==> src/rtl/if_fetch.sv <==
// Instruction-fetch stage: owns the PC, issues single-outstanding memory
// requests, absorbs stalls in a one-entry skid buffer and handles redirects.
module if_fetch #(
    parameter logic [31:0] RESET_PC = 32'h8000_0000
) (
    input  logic        clk_i,
    input  logic        rst_i,
    input  logic        stall_i,
    input  logic        branch_i,
    input  logic [31:0] branch_target_i,
    output logic        mem_req_o,
    output logic [31:0] mem_addr_o,
    input  logic        mem_ack_i,
    input  logic [31:0] mem_data_i,
    output logic [31:0] if_pc_o,
    output logic [31:0] if_inst_o,
    output logic        if_valid_o
);

    typedef enum logic [1:0] {
        S_IDLE,
        S_REQ,
        S_DRAIN,
        S_BUF
    } state_e;

    state_e      state_q, state_d;
    logic [31:0] pc_q, pc_d;
    logic [31:0] redirect_q, redirect_d;
    logic [31:0] buf_pc_q, buf_pc_d;
    logic [31:0] buf_inst_q, buf_inst_d;
    logic [31:0] out_pc_q, out_pc_d;
    logic [31:0] out_inst_q, out_inst_d;
    logic        out_valid_q, out_valid_d;

    always_ff @(posedge clk_i or negedge rst_i) begin
        if (!rst_i) begin
            state_q     <= S_IDLE;
            pc_q        <= RESET_PC;
            redirect_q  <= 32'h0;
            buf_pc_q    <= 32'h0;
            buf_inst_q  <= 32'h0;
            out_pc_q    <= 32'h0;
            out_inst_q  <= 32'h0;
            out_valid_q <= 1'b0;
        end else begin
            state_q     <= state_d;
            pc_q        <= pc_d;
            redirect_q  <= redirect_d;
            buf_pc_q    <= buf_pc_d;
            buf_inst_q  <= buf_inst_d;
            out_pc_q    <= out_pc_d;
            out_inst_q  <= out_inst_d;
            out_valid_q <= out_valid_d;
        end
    end

    always_comb begin
        state_d     = state_q;
        pc_d        = pc_q;
        redirect_d  = redirect_q;
        buf_pc_d    = buf_pc_q;
        buf_inst_d  = buf_inst_q;
        out_pc_d    = out_pc_q;
        out_inst_d  = out_inst_q;
        out_valid_d = out_valid_q;
        unique case (state_q)
            S_IDLE: begin
                state_d = S_REQ;
                if (branch_i) begin
                    pc_d        = branch_target_i;
                    out_valid_d = 1'b0;
                end
            end
            S_REQ: begin
                if (branch_i) begin
                    out_valid_d = 1'b0;
                    if (mem_ack_i) begin
                        pc_d = branch_target_i;
                    end else begin
                        redirect_d = branch_target_i;
                        state_d    = S_DRAIN;
                    end
                end else if (mem_ack_i) begin
                    pc_d = pc_q + 32'd4;
                    if (stall_i) begin
                        buf_pc_d   = pc_q;
                        buf_inst_d = mem_data_i;
                        state_d    = S_BUF;
                    end else begin
                        out_pc_d    = pc_q;
                        out_inst_d  = mem_data_i;
                        out_valid_d = 1'b1;
                    end
                end else if (!stall_i) begin
                    out_valid_d = 1'b0;
                end
            end
            S_DRAIN: begin
                // The old request must complete before the redirect issues.
                out_valid_d = 1'b0;
                if (mem_ack_i) begin
                    pc_d    = branch_i ? branch_target_i : redirect_q;
                    state_d = S_REQ;
                end else if (branch_i) begin
                    redirect_d = branch_target_i;
                end
            end
            S_BUF: begin
                if (branch_i) begin
                    pc_d        = branch_target_i;
                    out_valid_d = 1'b0;
                    state_d     = S_REQ;
                end else if (!stall_i) begin
                    out_pc_d    = buf_pc_q;
                    out_inst_d  = buf_inst_q;
                    out_valid_d = 1'b1;
                    state_d     = S_REQ;
                end
            end
            default: state_d = S_IDLE;
        endcase
    end

    assign mem_req_o  = (state_q == S_REQ) || (state_q == S_DRAIN);
    assign mem_addr_o = pc_q;
    assign if_pc_o    = out_pc_q;
    assign if_inst_o  = out_inst_q;
    assign if_valid_o = out_valid_q;

endmodule

==> config.mk <==
export PLATFORM = sky130hd
export DESIGN_NAME = if_fetch
export DESIGN_NICKNAME = d
export VERILOG_FILES = /design/src/rtl/if_fetch.sv
export SDC_FILE = /design/constraint.sdc
export NUM_CORES = 1
export LEC_CHECK = 0
export CORE_ASPECT_RATIO = 1.1
export CORE_MARGIN = 2
export CORE_UTILIZATION = 45
export CTS_CLUSTER_SIZE = 30
export DETAILED_ROUTE_END_ITERATION = 10
export GPL_TIMING_DRIVEN = 0
export MAX_ROUTING_LAYER = met4
export PLACE_DENSITY = 0.7
export SYNTH_ARGS = -nofsm -noshare
export SYNTH_HDL_FRONTEND = slang
export SYNTH_SLANG_ARGS = --single-unit
export TNS_END_PERCENT = 5
==> constraint.sdc <==
create_clock -name clk_i -period 4.6 [get_ports clk_i]
set_clock_uncertainty 0.05 [all_clocks]
set_input_delay 0.69 -clock clk_i [delete_from_list [all_inputs] [get_ports clk_i]]
set_output_delay 0.69 -clock clk_i [all_outputs]
set_load 0.1 [all_outputs]
==> reports/results.txt <==
status -> finished, final reports clean
WL/cell -> 18.0 um
Synth Register Bits -> 195
CP Capture Type -> primary output
Netlist cell types -> 50
sequential area share after synthesis -> 0.541
Filler Cells Inserted -> 1692
multi-input logic area -> 3820 um^2
via count -> 6912
CP Data Arrival Time -> 2.62 ns
R2R depth -> 6
Reg clk slew, reported paths -> 0.08 ns
Slew headroom -> 0.300
root buffer cell -> clkbuf_16
start point of the critical path -> state_q[0]
Synth warnings -> 0
cts hold-fix bufs -> 0
period utilization -> 0.730
initial core utilization -> 0.458
final core occ -> 0.588
FP Rows -> 54
Worst EP required -> 3.86 ns
DP Cell Count -> 1218
hpwl dp -> 16.5 mm
vias in the first global route -> 6817
Ports -> 167
fin nets -> 1059
n_diodes -> 0
antenna-violating nets left -> 0
final RePlAce weighted congestion -> 0.925
post-layout min period -> 3.36 ns
reg2reg start -> state_q[0]
crit start category -> register
CTS tree -> yes
Mapped Nets -> 874
DRC -> 0
global-route wire length before repair -> 36.6 mm
Setup violations, final -> 0
Post-CTS Setup Bufs -> 0
full die area -> 21200 um^2
post-CTS sizing -> 0
final instance area -> 11600 um^2
Worst R2R End -> mem_addr_o[11]
H-tree depth -> 4
WS Path Type -> reg2out
Avg Cell Area, Syn -> 11.3 um^2
Worst setup endpoint -> mem_req_o
DRT Pass-1 Iters -> 6
Register Area -> 4880 um^2
RSZ-0062 raised after global routing -> false
initial antenna violation count -> 0
total clock sinks -> 195
core region area -> 19700 um^2
Worst R2R Setup Slack -> 1.99 ns
area of placed instances -> 11000 um^2
Hold Path Class -> in2async
pin count of the biggest net entering global routing -> 115
Via-to-Cell Ratio -> 5.53
DRT iter0 DRCs -> 572
layout cells sized above 1 -> 0.171
Die Y -> 153 um
die width -> 139 um
GRT Overall Usage -> 0.224
max_cap viols -> 0
Final Hold Viols -> 0
Worst Max-Slew Pin Slew -> 1.05 ns
Layout Area Growth over Synthesis -> 28.5%
Post-Syn Area -> 9030 um^2
fmax -> 298 MHz
clock latency on the worst-skew pair -> 0.44 ns
total gr overflow -> 0
Max Slew Vio Count -> 0
Cells after Synth -> 800
crit-path max FO -> 7
Port-buffer cells -> 165
Max Buffers Root-to-Sink -> 2
Num CTS Buffers -> 17
fin cells -> 1250
final WL -> 22.6 mm
-- worst min path at each step --
stage | start | to | slack, ns
floorplan | rst_i | buf_inst_q[0] | 0.34
global placement | if_inst_o[13] | if_inst_o[13] | 0.41
detailed placement | if_pc_o[4] | if_pc_o[4] | 0.42
global route | rst_i | redirect_q[3] | 0.36
finish | rst_i | redirect_q[1] | 0.29
CTS | rst_i | redirect_q[1] | 0.32
-- logic make-up (layout without fill, tap and decap cells) --
logic type | count (synthesis) | in the layout | synth area share
compound gates | 196 | 196 | 0.132
flops | 195 | 195 | 0.541
simple gates | 168 | 168 | 0.0912
mux | 162 | 162 | 0.193
buf+inv | 73 | 271 | 0.0358
fa+ha+maj | 5 | 5 | 0.00693
xor+xnor | 1 | 1 | 0.000970
-- per-layer routing --
metal | part of all wire | track usage | vias to the layer above
li1 | - | - | 3274
met1 | 0.45 | 0.298 | 3345
met2 | 0.48 | 0.347 | 253
met3 | 0.048 | 0.0317 | 40
met4 | 0.028 | 0.0924 | 0
met5 | 0 | - | -
-- state kept, by name, summed over array words and instances (netlist names) --
signal      cells
mem_addr_o     32
if_pc_o        32
if_inst_o      32
redirect_q     32
buf_inst_q     32
buf_pc_q       32
if_valid_o      1
state_q         2
-- area by class of cell --
type,count,area share
well taps,252,0.0272
inverters,11,0.00356
flip-flops and latches,195,0.421
clock inverters,15,0.0124
plain buffers,62,0.0243
clock buffers,17,0.0367
repair buffers,166,0.145
multi-input cells,532,0.330
-- cells in the final DEF (no fill, tap or decap), types with 7 or more instances in the layout --
| cell type | synthesis | routed |
|---|---|---|
| clkbuf_16 | 0 | 17 |
| a21oi_1 | 9 | 9 |
| o22ai_1 | 7 | 7 |
| nor2_1 | 20 | 20 |
| o21ai_0 | 115 | 115 |
| clkdlybuf4s50_1 | 0 | 164 |
| a221oi_1 | 9 | 9 |
| a31oi_1 | 7 | 7 |
| nor3_1 | 8 | 8 |
| nand2_1 | 96 | 96 |
| dfrtp_1 | 194 | 194 |
| buf_2 | 32 | 32 |
| nand4_1 | 10 | 10 |
| clkbuf_1 | 24 | 24 |
| inv_1 | 11 | 11 |
| mux2i_1 | 68 | 68 |
| nand3_1 | 7 | 7 |
| mux2_2 | 94 | 94 |
| a22oi_1 | 11 | 11 |
-- through the flow --
step / hold WS, ns / worst slack (ns) / TNS, ns
after CTS: 0.315 / 1.25 / 0
after detailed placement: 0.419 / 1.61 / 0
final: 0.289 / 1.24 / 0
after global routing: 0.358 / 1.18 / 0
after global placement: 0.411 / -5.43 / -1052.79
after floorplan: 0.344 / 1.98 / 0
-- worst max-delay path, stage by stage, from the launching register on --
cell and delay [ns]:
dfrtp_1 0.43, inv_1 0.09, ha_1 0.46, clkdlybuf4s50_1 1.19
-- Yosys cell counts, drive strengths merged --
| cell | number | share of area |
|---|---|---|
| a211oi | 3 | 0.0025 |
| a21o | 3 | 0.0025 |
| a21oi | 9 | 0.0050 |
| a221oi | 9 | 0.0087 |
| a222oi | 6 | 0.0067 |
| a22o | 5 | 0.0049 |
| a22oi | 11 | 0.0091 |
| a311oi | 1 | 0.00097 |
| a31oi | 7 | 0.0049 |
| a32oi | 1 | 0.00097 |
| a41oi | 1 | 0.00097 |
| and2 | 1 | 0.00069 |
| and3 | 5 | 0.0035 |
| and4 | 4 | 0.0040 |
| buf | 37 | 0.021 |
| clkbuf | 25 | 0.011 |
| dfrtp | 194 | 0.54 |
| dfstp | 1 | 0.0029 |
| ha | 5 | 0.0069 |
| inv | 11 | 0.0046 |
| mux2 | 94 | 0.12 |
| mux2i | 68 | 0.075 |
| nand2 | 96 | 0.040 |
| nand2b | 2 | 0.0014 |
| nand3 | 7 | 0.0039 |
| nand4 | 12 | 0.012 |
| nor2 | 21 | 0.0096 |
| nor2b | 1 | 0.00069 |
| nor3 | 8 | 0.0044 |
| nor4 | 8 | 0.0089 |
| o211ai | 2 | 0.0017 |
| o21ai | 119 | 0.066 |
| o221ai | 1 | 0.00097 |
| o22a | 1 | 0.00097 |
| o22ai | 7 | 0.0049 |
| o2bb2ai | 4 | 0.0039 |
| o31a | 4 | 0.0039 |
| o41a | 2 | 0.0025 |
| or2 | 1 | 0.00069 |
| or3 | 1 | 0.00069 |
| or4 | 1 | 0.0012 |
| xnor2 | 1 | 0.00097 |
Power is not shown: default switching activity piles up to over one toggle a cycle in this logic, so the estimate is an artifact.
